[src/rtl/sipo_deser_param_pkg.sv]
// Shared types and helpers for the serial-in/parallel-out deserializer.
package sipo_pkg;

    typedef enum logic {
        MSB_FIRST = 1'b0,
        LSB_FIRST = 1'b1
    } bit_order_e;

    // Bit counter width able to represent 0..w.
    function automatic int unsigned cnt_w_f(input int unsigned w);
        return $clog2(w + 1);
    endfunction

endpackage

[src/rtl/sipo_deser_param.sv]
// Serial-in/parallel-out deserializer with selectable bit order and a
// valid/ready output that applies backpressure only to the word-completing bit.
module sipo_deser_param #(
    parameter int unsigned WIDTH     = 4,
    parameter bit          LSB_FIRST = 1'b0,
    parameter int unsigned CNT_W     = sipo_pkg::cnt_w_f(WIDTH)
) (
    input  logic             clk,
    input  logic             rst_n,
    input  logic             in_valid,
    input  logic             s_in,
    output logic             in_ready,
    input  logic             clear,
    output logic             out_valid,
    input  logic             out_ready,
    output logic [WIDTH-1:0] p_out,
    output logic [CNT_W-1:0] bit_cnt
);

    localparam sipo_pkg::bit_order_e ORDER    = sipo_pkg::bit_order_e'(LSB_FIRST);
    localparam logic [CNT_W-1:0]     LAST_CNT = CNT_W'(WIDTH - 1);

    // Partial word only needs WIDTH-1 bits; the last bit goes straight into p_out.
    logic [WIDTH-2:0] r_shift;
    logic [CNT_W-1:0] r_bit_cnt;
    logic [WIDTH-1:0] r_p_out;
    logic             r_out_valid;

    logic [WIDTH-1:0] w_word;
    logic             w_last;
    logic             w_accept;
    logic             w_complete;

    generate
        if (ORDER == sipo_pkg::LSB_FIRST) begin : gen_lsb_first
            assign w_word = {s_in, r_shift};
        end else begin : gen_msb_first
            assign w_word = {r_shift, s_in};
        end
    endgenerate

    assign w_last     = (r_bit_cnt == LAST_CNT);
    assign in_ready   = !(w_last && r_out_valid && !out_ready);
    assign w_accept   = in_valid && in_ready && !clear;
    assign w_complete = w_accept && w_last;

    // Partial word and bit counter; clear wins over an accepted bit.
    always_ff @(posedge clk or negedge rst_n) begin
        if (!rst_n) begin
            r_shift   <= '0;
            r_bit_cnt <= '0;
        end else if (clear) begin
            r_shift   <= '0;
            r_bit_cnt <= '0;
        end else if (w_complete) begin
            r_shift   <= '0;
            r_bit_cnt <= '0;
        end else if (w_accept) begin
            r_shift   <= (ORDER == sipo_pkg::LSB_FIRST) ? w_word[WIDTH-1:1] : w_word[WIDTH-2:0];
            r_bit_cnt <= r_bit_cnt + CNT_W'(1);
        end
    end

    // Output word; holds after drain.
    always_ff @(posedge clk or negedge rst_n) begin
        if (!rst_n) begin
            r_p_out <= '0;
        end else if (w_complete) begin
            r_p_out <= w_word;
        end
    end

    // Output valid; a completing word refills in the same edge it drains.
    always_ff @(posedge clk or negedge rst_n) begin
        if (!rst_n) begin
            r_out_valid <= 1'b0;
        end else if (w_complete) begin
            r_out_valid <= 1'b1;
        end else if (r_out_valid && out_ready) begin
            r_out_valid <= 1'b0;
        end
    end

    assign out_valid = r_out_valid;
    assign p_out     = r_p_out;
    assign bit_cnt   = r_bit_cnt;

endmodule

[config.mk]
export PLATFORM = sky130hd
export DESIGN_NAME = sipo_deser_param
export DESIGN_NICKNAME = d
export VERILOG_FILES = /design/src/rtl/sipo_deser_param_pkg.sv /design/src/rtl/sipo_deser_param.sv
export SDC_FILE = /design/constraint.sdc
export NUM_CORES = 1
export LEC_CHECK = 0
export ABC_AREA = 1
export CORE_AREA = 2 2 39 41
export CTS_CLUSTER_SIZE = 24
export DETAILED_ROUTE_END_ITERATION = 12
export DIE_AREA = 0 0 41 43
export PLACE_DENSITY = 0.7
export REMOVE_ABC_BUFFERS = 1
export SLEW_MARGIN = 25
export SYNTH_ARGS = -nofsm -noshare
export SYNTH_HDL_FRONTEND = slang
export SYNTH_SLANG_ARGS = --single-unit
[constraint.sdc]
create_clock -name clk -period 1.25 [get_ports clk]
set_input_delay 0.125 -clock clk [delete_from_list [all_inputs] [get_ports clk]]
set_output_delay 0.125 -clock clk [all_outputs]
set_load 0.005 [all_outputs]
==> results of run 1 <==
## worst max-delay path by stage
stage | startpoint | to | slack [ps] | cells after the start
final | bit_cnt[0]$_DFFE_PN0P_ | in_ready | -50 | 5
after global routing | bit_cnt[1]$_DFFE_PN0P_ | in_ready | -100 | 5
after CTS | bit_cnt[1]$_DFFE_PN0P_ | in_ready | -100 | 5
after detailed placement | out_ready | in_ready | -140 | 6
after global placement | out_ready | in_ready | -120 | 6
after floorplan | bit_cnt[0]$_DFFE_PN0P_ | p_out[0]$_DFFE_PN0P_ | 150 | 6
## cells by family (layout without fill, tap and decap cells)
kind of cell | Yosys count | after routing | synth area share [%]
DFF | 11 | 11 | 53.01
buffers and inverters | 12 | 41 | 10.12
AOI/OAI and AO/OA | 5 | 5 | 4.819
and+or+nand+nor | 26 | 27 | 29.64
adders and majority gates | 1 | 1 | 2.409
## what timing repair did
action                                  4_1_cts  5_1_grt
pin swaps                                     1        3
buffers inserted                              1        2
endpoints found under the hold margin         0        0
resized for setup                            10        6
endpoints found under the setup margin        7       12
cloned                                        0        1
## worst reg2reg max path, stage by stage, from the launching register on
cell and delay, ps:
dfrtp_1 370, ha_2 200, inv_2 40, nor2_4 100, buf_4 140, nand4_4 110
buf_4 170, nand2_1 40
## per-stage QoR
step / cell area [µm²] / TNS [ps] / hold WS (ps)
2_1_floorplan: 504.2 / 0 / -170.6
3_3_place_gp: 739.5 / -121.1 / 439.0
3_5_place_dp: 739.5 / -143.3 / 443.0
4_1_cts: 769.5 / -104.7 / 154.5
5_1_grt: 800.8 / -439.5 / 148.7
6_report: 800.8 / -46.10 / 139.5
## routing by layer
metal / up-vias / routed length (µm) / global-route usage (%)
met1: 235 / 470 / 18.03
met5: - / 0 / 0
li1: 244 / - / -
met2: 17 / 639 / 23.75
met4: 0 / 38 / 12.00
met3: 5 / 55 / 3.141
## flip-flops by register name, indices dropped and copies added (netlist names)
name / cells
p_out: 4
bit_cnt: 3
r_shift: 3
out_valid: 1
## power groups by stage
| stage | sequential (µW) | combinational (µW) | clock, µW |
|---|---|---|---|
| 6_report | 384 | 118 | 253 |
| 5_1_grt | 385 | 133 | 273 |
| 4_1_cts | 384 | 115 | 255 |
| 3_5_place_dp | 390 | 121 | 0 |
| 3_3_place_gp | 390 | 120 | 0 |
| 2_1_floorplan | 393 | 34.5 | 0 |
## final cells by class
type	count	area [µm²]	area share, %
Multi-Input combinational cell	33	211.5	26.41
Tap cell	16	20.02	2.500
Timing Repair Buffer	27	230.2	28.75
Inverter	10	37.54	4.688
Sequential cell	11	275.3	34.38
Clock buffer	4	26.28	3.281
## cell usage in the layout, fill, tap and decap left out
master	netlist	final
a21oi_1	1	1
o21ai_1	4	4
nand4_2	0	1
clkbuf_4	0	3
nand3_1	5	5
dlymetal6s2s_1	0	2
nand4_1	5	5
dlygate4sd2_1	0	6
nand2_2	2	4
nor2_4	1	1
clkbuf_1	0	1
inv_1	9	8
buf_4	2	13
nand2_4	1	1
inv_2	1	2
buf_2	0	1
dfrtp_1	11	11
ha_2	0	1
clkdlybuf4s50_1	0	5
nand4_4	1	1
nand2_1	11	9
==> impl_results.md, run 1 <==
- Switching power share of the total: 25.66%
- Routed vias/inst: 4.960
- CTS Root Cell: clkbuf_4
- Final Cycle Share: 103.7%
- First-pass GRT wire length: 1.821 mm
- Final setup margin: -46.10 ps
- Final Routed Wirelength: 1.202 mm
- Worst Setup End Kind: output pin
- Via count: 501
- Post-synth top area share: 53.01%
- Final min period: 1296 ps
- Worst path slowest cell: dfrtp_1
- Failing checks: setup timing
- Die area: 1763 µm²
- Pint: 561.3 µW
- CP Max Fanout: 2
- N_diodes: 0
- Comb pwr share: 15.6%
- Routed wire per std cell: 11.90 µm
- CTS H-tree depth: 1
- Filler Cells Inserted: 124
- # Max-Cap Violations: 0
- Worst Tran Pin Value: 235.6 ps
- Layout Utilization: 57.87%
- Tot Pwr: 755.1 µW
- Worst EP arrival: 1170 ps
- R2r setup slk: 10 ps
- CP required: 1120 ps
- GRT Util Overall: 15.63%
- # clock sinks: 11
- Flop and latch count out of synthesis: 11
- Nets: 93
- Unrepaired setup endpoints after global routing: yes
- Power share of the clock group: 33.5%
- Placed cell count: 93
- Area Growth Syn to Fin: 54.22%
- Final ANT Viol Nets: 0
- Syn. warnings: 0
- Drt drc: 0
- Drt first-iter violations: 14
- Layout cell share with drive strength beyond 1: 32.94%
- Clk_lat worst skew: 280 ps
- Switch Pwr: 193.8 µW
- Hold Fails Final Rpt: 0
- Final Non-Filler Cells: 101
- Clock slew seen by the registers of the worst setup and hold paths: 70 ps
- Pin count of the biggest net entering global routing: 12
- Post-DP HPWL: 768 µm
- Rows: 14
- Sequential area share after synthesis: 53.01%
- Post-synth EDFFs: 0
- Hold Buf Count CTS: 0
- Worst path bufs/invs: 2
- Cell Chain, Critical Path: ha_2, inv_2, nor2_4, nand2_2, buf_2
- Reg2reg path depth: 7
- Area leader, netlist: dfrtp_1
- Worst min path class: primary input to async pin
- Core Box Area: 1384 µm²
- Worst reg2reg endpoint: out_valid$_DFFE_PN0P_
- Worst setup SP type: register
- Final setup violation count: 1
- Status: complete, but fails checks
- Synth top area cells: dfrtp_1 (53%), nand2_1 (8.0%), inv_1 (6.5%)
- Count of input and output buffers: 14
- Synthesized area: 519.2 µm²
- Synth unique cells: 14
- CP peak stage delay: 370 ps
- Kind of cell adding the most delay to the critical path: flip-flops
- Max Transition Viols Final: 0
- Worst vdd ir: 0.0004275 V
- GR Overflow Total: 0
- Pwr/cell area: 943.0 nW/µm²
- Syn Inst Count: 55
- TritonCTS buffer count: 3
- Initial Utilization: 37.52%
- DRT Pass-1 Iters: 4
- Clk_skew: 2.652 ps
- Lkg Pwr: 0.0004545 µW
- Number of global-route vias before repair: 455
- Crit path kind: register to output pin
- Mean Syn Cell Area: 9.441 µm²
- Reg-to-Reg Start: bit_cnt[0]$_DFFE_PN0P_
- GPL Wtd Cong: 0.7945
- Io pins: 15
- Sequential power share: 50.9%
- Most instantiated cells after synthesis: dfrtp_1 (11), nand2_1 (11), inv_1 (9)
- Setup slack after placement: -143.3 ps
- Fmax: 0.7715 GHz
- Clock buffer depth: 2
- Top_reg_cell synth: dfrtp_1
- Max-slew headroom at the worst pin: 84.25%
- CTS tree: yes
- Fraction of registers with async set/reset: 100.0%
- Die Ht: 43 µm
- Initial antenna violation count: 0
- Die Wd: 41 µm
(Power assumes the default switching activity.)
==> run 2: changes to the inputs <==
--- a/config.mk
+++ b/config.mk
@@ -11,8 +11,8 @@
 export DETAILED_ROUTE_END_ITERATION = 12
 export DIE_AREA = 0 0 41 43
 export PLACE_DENSITY = 0.7
-export REMOVE_ABC_BUFFERS = 1
 export SLEW_MARGIN = 25
 export SYNTH_ARGS = -nofsm -noshare
 export SYNTH_HDL_FRONTEND = slang
 export SYNTH_SLANG_ARGS = --single-unit
+export TNS_END_PERCENT = 10
==> impl_results.md, run 2 (synthesized netlist as in run 1, its figures left out) <==
- Status: finished, final reports clean
- Final setup margin: 0.4735 ps (+46.57 ps)
- Post-DP HPWL: 781.2 µm (+1.7%)
- CTS tree: yes
- Clock slew seen by the registers of the worst setup and hold paths: 70 ps (about the same)
- Clk_skew: 2.055 ps (-0.5963 ps)
- CP peak stage delay: 360 ps (about the same)
- Lkg Pwr: 0.0004537 µW (-0.17%)
- Die Wd: 41 µm (unchanged)
- Max Transition Viols Final: 0 (unchanged)
- Cell Chain, Critical Path: ha_2, inv_2, nor2_4, nand2_2, clkbuf_2
- GR Overflow Total: 0 (unchanged)
- Drt first-iter violations: 4 (-10)
- Routed vias/inst: 4.929 (-0.64%)
- Kind of cell adding the most delay to the critical path: flip-flops
- Io pins: 15 (unchanged)
- Worst setup SP type: register
- Via count: 483 (-3.6%)
- GRT Util Overall: 16.11% (+0.48 points)
- # Max-Cap Violations: 0 (unchanged)
- CP Max Fanout: 2 (unchanged)
- First-pass GRT wire length: 1.883 mm (+3.4%)
- Multi-input logic area: 211.5 µm² (unchanged)
- Worst Tran Pin Value: 516.7 ps (+281.1 ps)
- GPL Wtd Cong: 0.7752 (-2.4%)
- # clock sinks: 11 (unchanged)
- Final setup violation count: 0 (-1)
- Count of input and output buffers: 14 (unchanged)
- Area Growth Syn to Fin: 51.57%
- Worst vdd ir: 0.0006322 V (+48%)
- Switch Pwr: 182.9 µW (-5.6%)
- CTS H-tree depth: 1 (unchanged)
- Worst Setup End Kind: output pin
- Hold Fails Final Rpt: 0 (unchanged)
- Post-Syn Nets: 62
- Worst EP arrival: 1120 ps (-50 ps)
- Final ANT Viol Nets: 0 (unchanged)
- Finished Cell Area: 787.0 µm² (-1.7%)
- CTS Root Cell: clkbuf_4
- Hold Buf Count CTS: 0 (unchanged)
- Tot Pwr: 744.5 µW (-1.4%)
- Max-slew headroom at the worst pin: 65.45% (-19 points)
- Pin count of the biggest net entering global routing: 12 (unchanged)
- Most frequent cells in the layout: dfrtp_1 (11), nand2_1 (9), buf_4 (9)
- Die Ht: 43 µm (unchanged)
- Worst path bufs/invs: 2 (unchanged)
- TritonCTS buffer count: 3 (unchanged)
- Number of global-route vias before repair: 459 (+0.88%)
- Final Non-Filler Cells: 98 (-3.0%)
- Initial Utilization: 37.52% (unchanged)
- Layout cell share with drive strength beyond 1: 30.49% (-2.5 points)
- Sequential power share: 51.5% (+0.6 points)
- Drt drc: 0 (unchanged)
- Nets: 90 (-3.2%)
- Post-placement cell area: 724.4 µm² (-2.0%)
- Worst min path class: primary input to async pin
- Pint: 561.6 µW (about the same)
- Worst path slowest cell: dfrtp_1
- Crit path kind: register to output pin
- Rows: 14 (unchanged)
- Clock buffer depth: 2 (unchanged)
- Power share of the clock group: 32.3% (-1.2 points)
- Comb pwr share: 16.2% (+0.6 points)
- Max FFs per register: 4 (unchanged)
- Fmax: 0.8003 GHz (+3.7%)
- Final Routed Wirelength: 1.223 mm (+1.7%)
- Pwr/cell area: 946.0 nW/µm² (+0.33%)
- Clk_lat worst skew: 260 ps (-20 ps)
- Setup slack after placement: -156.5 ps (-13.15 ps)
- N_diodes: 0 (unchanged)
- Switching power share of the total: 24.57% (-1.1 points)
- CP required: 1120 ps (about the same)
- Unrepaired setup endpoints after global routing: yes
- Filler Cells Inserted: 133 (+7.3%)
- Final min period: 1250 ps (-46.57 ps)
- Final TNS setup: 0 ps (+46.10 ps)
- Final Cycle Share: 99.96% (-3.7 points)
- DRT Pass-1 Iters: 5 (+1)
- Die area: 1763 µm² (unchanged)
- Total area of sequential cells: 275.3 µm² (unchanged)
- Commonest non-fill, non-tap cell in the layout: dfrtp_1
- Core Box Area: 1384 µm² (unchanged)
- Initial antenna violation count: 0 (unchanged)
- Routed wire per std cell: 12.48 µm (+4.9%)
- Placed cell count: 91 (-2.2%)
==> run 2: layout make-up <==
class | instances | share of cell area [%]
Timing Repair Buffer | 24 | 27.50
Clock buffer | 4 | 3.339
Tap cell | 16 | 2.544
Inverter | 10 | 4.769
Sequential cell | 11 | 34.98
Multi-Input combinational cell | 33 | 26.87
==> run 2: final timing paths <==
kind / slack (ps) / startpoint / cells after the start / end
max in group asynchronous: 700 / rst_n / 1 / bit_cnt[1]$_DFFE_PN0P_
worst max-delay path: 0.5 / bit_cnt[0]$_DFFE_PN0P_ / 5 / in_ready
worst max register to register: 50 / bit_cnt[0]$_DFFE_PN0P_ / 7 / p_out[0]$_DFFE_PN0P_
worst min-delay path: 200 / rst_n / 1 / r_shift[1]$_DFFE_PN0P_
min in group clk: 450 / s_in / 3 / p_out[0]$_DFFE_PN0P_
worst min register to register: 490 / p_out[0]$_DFFE_PN0P_ / 2 / p_out[0]$_DFFE_PN0P_
==> run 2: power by group through the flow <==
stage	clock (µW)	combinational, µW	sequential (µW)
2_1_floorplan	0	43.0	393
3_3_place_gp	0	116	390
3_5_place_dp	0	118	390
4_1_cts	245	116	384
5_1_grt	264	134	385
6_report	240	121	384
==> run 2: timing repair <==
item,in CTS,in global routing
cloned,0,1
setup buffers,1,2
endpoints found under the setup margin,6,14
pin swaps,2,3
resized for setup,9,8
==> run 2: through the flow <==
| stage | hold WS [ps] | utilization [%] |
|---|---|---|
| after floorplan | -170.6 | - |
| after global placement | 471.4 | 52.35 |
| after detailed placement | 486.3 | 52.35 |
| after CTS | 215.9 | 54.52 |
| after global routing | 238.3 | 56.87 |
| final | 201.9 | 56.87 |
==> run 2: routing by layer <==
layer  routed length, µm  up-vias  GRT usage (%)
met5                   0        -              0
met1                 512      232          18.58
met3                  55        2          3.141
li1                    -      240              -
met4                  19        0          10.00
met2                 636        9          25.62
==> run 3: changes to the inputs <==
==> constraint.sdc (replaced) <==
create_clock -name clk -period 1.5 [get_ports clk]
set_input_delay 0.15 -clock clk [delete_from_list [all_inputs] [get_ports clk]]
set_output_delay 0.15 -clock clk [all_outputs]
set_load 0.005 [all_outputs]
==> impl_results.md, run 3 (synthesized netlist as in run 1, its figures left out) <==
- Unrepaired setup endpoints after global routing: no
- Number of global-route vias before repair: 488 (+6.3%)
- Max-slew headroom at the worst pin: 66.04% (+0.60 points)
- Final ANT Viol Nets: 0 (unchanged)
- Layout cell share with drive strength beyond 1: 21.79% (-8.7 points)
- Final Cycle Share: 95.32%
- # clock sinks: 11 (unchanged)
- Filler Cells Inserted: 124 (-6.8%)
- Status: finished, final reports clean
- Worst vdd ir: 0.0004451 V (-30%)
- Worst path slowest cell: dfrtp_1
- Clock slew seen by the registers of the worst setup and hold paths: 70 ps (about the same)
- CTS tree: yes
- Kind of cell adding the most delay to the critical path: flip-flops
- CTS Root Cell: clkbuf_4
- Worst min path class: primary input to async pin
- Final Routed Wirelength: 1.087 mm (-11%)
- CP peak stage delay: 360 ps (about the same)
- Die Ht: 43 µm (unchanged)
- DRT Pass-1 Iters: 4 (-1)
- Final min period: 1430 ps
- CP Max Fanout: 2 (unchanged)
- Pwr/cell area: 838.0 nW/µm² (-11%)
- Worst path bufs/invs: 2 (unchanged)
- Worst Tran Pin Value: 507.8 ps (-8.902 ps)
- Pin count of the biggest net entering global routing: 12 (unchanged)
- Rows: 14 (unchanged)
- Routed vias/inst: 4.979 (+1.0%)
- Count of input and output buffers: 14 (unchanged)
- Commonest non-fill, non-tap cell in the layout: clkdlybuf4s50_1
- Initial Utilization: 37.52% (unchanged)
- Total area of sequential cells: 275.3 µm² (unchanged)
- Worst reg2reg endpoint: p_out[0]$_DFFE_PN0P_
- Lkg Pwr: 0.0003583 µW (-21%)
- First-pass GRT wire length: 1.849 mm (-1.8%)
- Clk_lat worst skew: 270 ps (about the same)
- Die area: 1763 µm² (unchanged)
- Most frequent cells in the layout: clkdlybuf4s50_1 (13), nand2_1 (11), dfrtp_1 (11)
- Hold Buf Count CTS: 0 (unchanged)
- WHS: 212.7 ps (+10.81 ps)
- Crit path kind: register to output pin
- Io pins: 15 (unchanged)
- Hold Fails Final Rpt: 0 (unchanged)
- Initial antenna violation count: 0 (unchanged)
- Multi-input logic area: 193.9 µm² (-8.3%)
- Max FFs per register: 4 (unchanged)
- Placed cell count: 88 (-3.3%)
- Clock buffer depth: 2 (unchanged)
- Worst setup SP type: register
- Drt first-iter violations: 13 (+9)
- Nets: 86 (-4.4%)
- Worst EP arrival: 1280 ps (+160 ps)
- Routed wire per std cell: 11.56 µm (-7.3%)
- Tot Pwr: 623.9 µW (-16%)
- Final TNS setup: 0 ps (unchanged)
- Via count: 468 (-3.1%)
- Fmax: 0.6994 GHz
- # Max-Cap Violations: 0 (unchanged)
- Area Growth Syn to Fin: 43.37%
- Post-Syn Nets: 62 (unchanged)
- Worst Setup End Kind: output pin
- Die Wd: 41 µm (unchanged)
- GR Overflow Total: 0 (unchanged)
- Max Transition Viols Final: 0 (unchanged)
- Cell Chain, Critical Path: ha_2, inv_2, nor2_4, nand2_2, dlygate4sd2_1
- Post-DP HPWL: 753.2 µm (-3.6%)
- Drt drc: 0 (unchanged)
- N_diodes: 0 (unchanged)
- Reg2reg path depth: 7 (unchanged)
- Final Non-Filler Cells: 94 (-4.1%)
- TritonCTS buffer count: 3 (unchanged)
- CTS H-tree depth: 1 (unchanged)
- R2r setup slk: 280 ps (+230 ps)
- Core Box Area: 1384 µm² (unchanged)
- Clk_skew: 2.116 ps (+0.06043 ps)
- GPL Wtd Cong: 0.7923 (+2.2%)
- CP required: 1350 ps (+230 ps)
- Reg-to-Reg Start: bit_cnt[0]$_DFFE_PN0P_
- GRT Util Overall: 15.90% (-0.20 points)
- Final setup violation count: 0 (unchanged)
-- run 3: changes by cell type in the layout (fill, tap and decap cells not counted), moves of 2 or more --
cell / previous run / this run
dlymetal6s2s_1: 3 / 0
nand2_1: 9 / 11
nand2_2: 4 / 2
dlygate4sd2_1: 4 / 1
clkdlybuf4s50_1: 5 / 13
buf_4: 9 / 7
-- run 3: what timing repair did --
item                       CTS  global route
setup buffers                1             1
setup endpoints to repair    1             1
resized for setup            2             0
cloned                       0             0
pin swaps                    0             2
-- run 3: worst max path at each step --
stage	from	to	slack, ps	cells past startpoint
after floorplan	bit_cnt[0]$_DFFE_PN0P_	p_out[0]$_DFFE_PN0P_	400	6
after global placement	out_ready	in_ready	80	6
after detailed placement	out_ready	in_ready	60	6
after CTS	bit_cnt[0]$_DFFE_PN0P_	in_ready	20	5
after global routing	bit_cnt[0]$_DFFE_PN0P_	in_ready	4	5
final	bit_cnt[0]$_DFFE_PN0P_	in_ready	70	5
-- run 3: layer usage --
metal / up-vias / wire length (µm) / track usage [%]
li1: 223 / - / -
met5: - / 0 / 0
met3: 2 / 60 / 3.141
met2: 14 / 575 / 25.62
met4: 0 / 14 / 12.00
met1: 229 / 437 / 16.89
-- run 3: stage by stage --
step | util, % | setup WS, ps | instance area, µm²
2_1_floorplan | - | 401.6 | 519.2
3_3_place_gp | 50.72 | 77.73 | 701.9
3_5_place_dp | 50.72 | 57.24 | 701.9
4_1_cts | 53.25 | 18.43 | 737.0
5_1_grt | 53.80 | 3.936 | 744.5
6_report | 53.80 | 70.18 | 744.5
-- run 3: power breakdown --
part / switching, µW / internal (µW) / leakage [µW]
Combinational: 42.7 / 54.1 / 0.000193
Sequential: 8.23 / 311 / 0.000151
Clock: 105 / 103 / 0.0000150
-- run 3: area by class of cell --
class	instances	area share, %
clock buffers	4	3.529
inverters	10	5.042
flip-flops and latches	11	36.97
repair buffers	21	25.71
well taps	16	2.689
multi-input cells	32	26.05
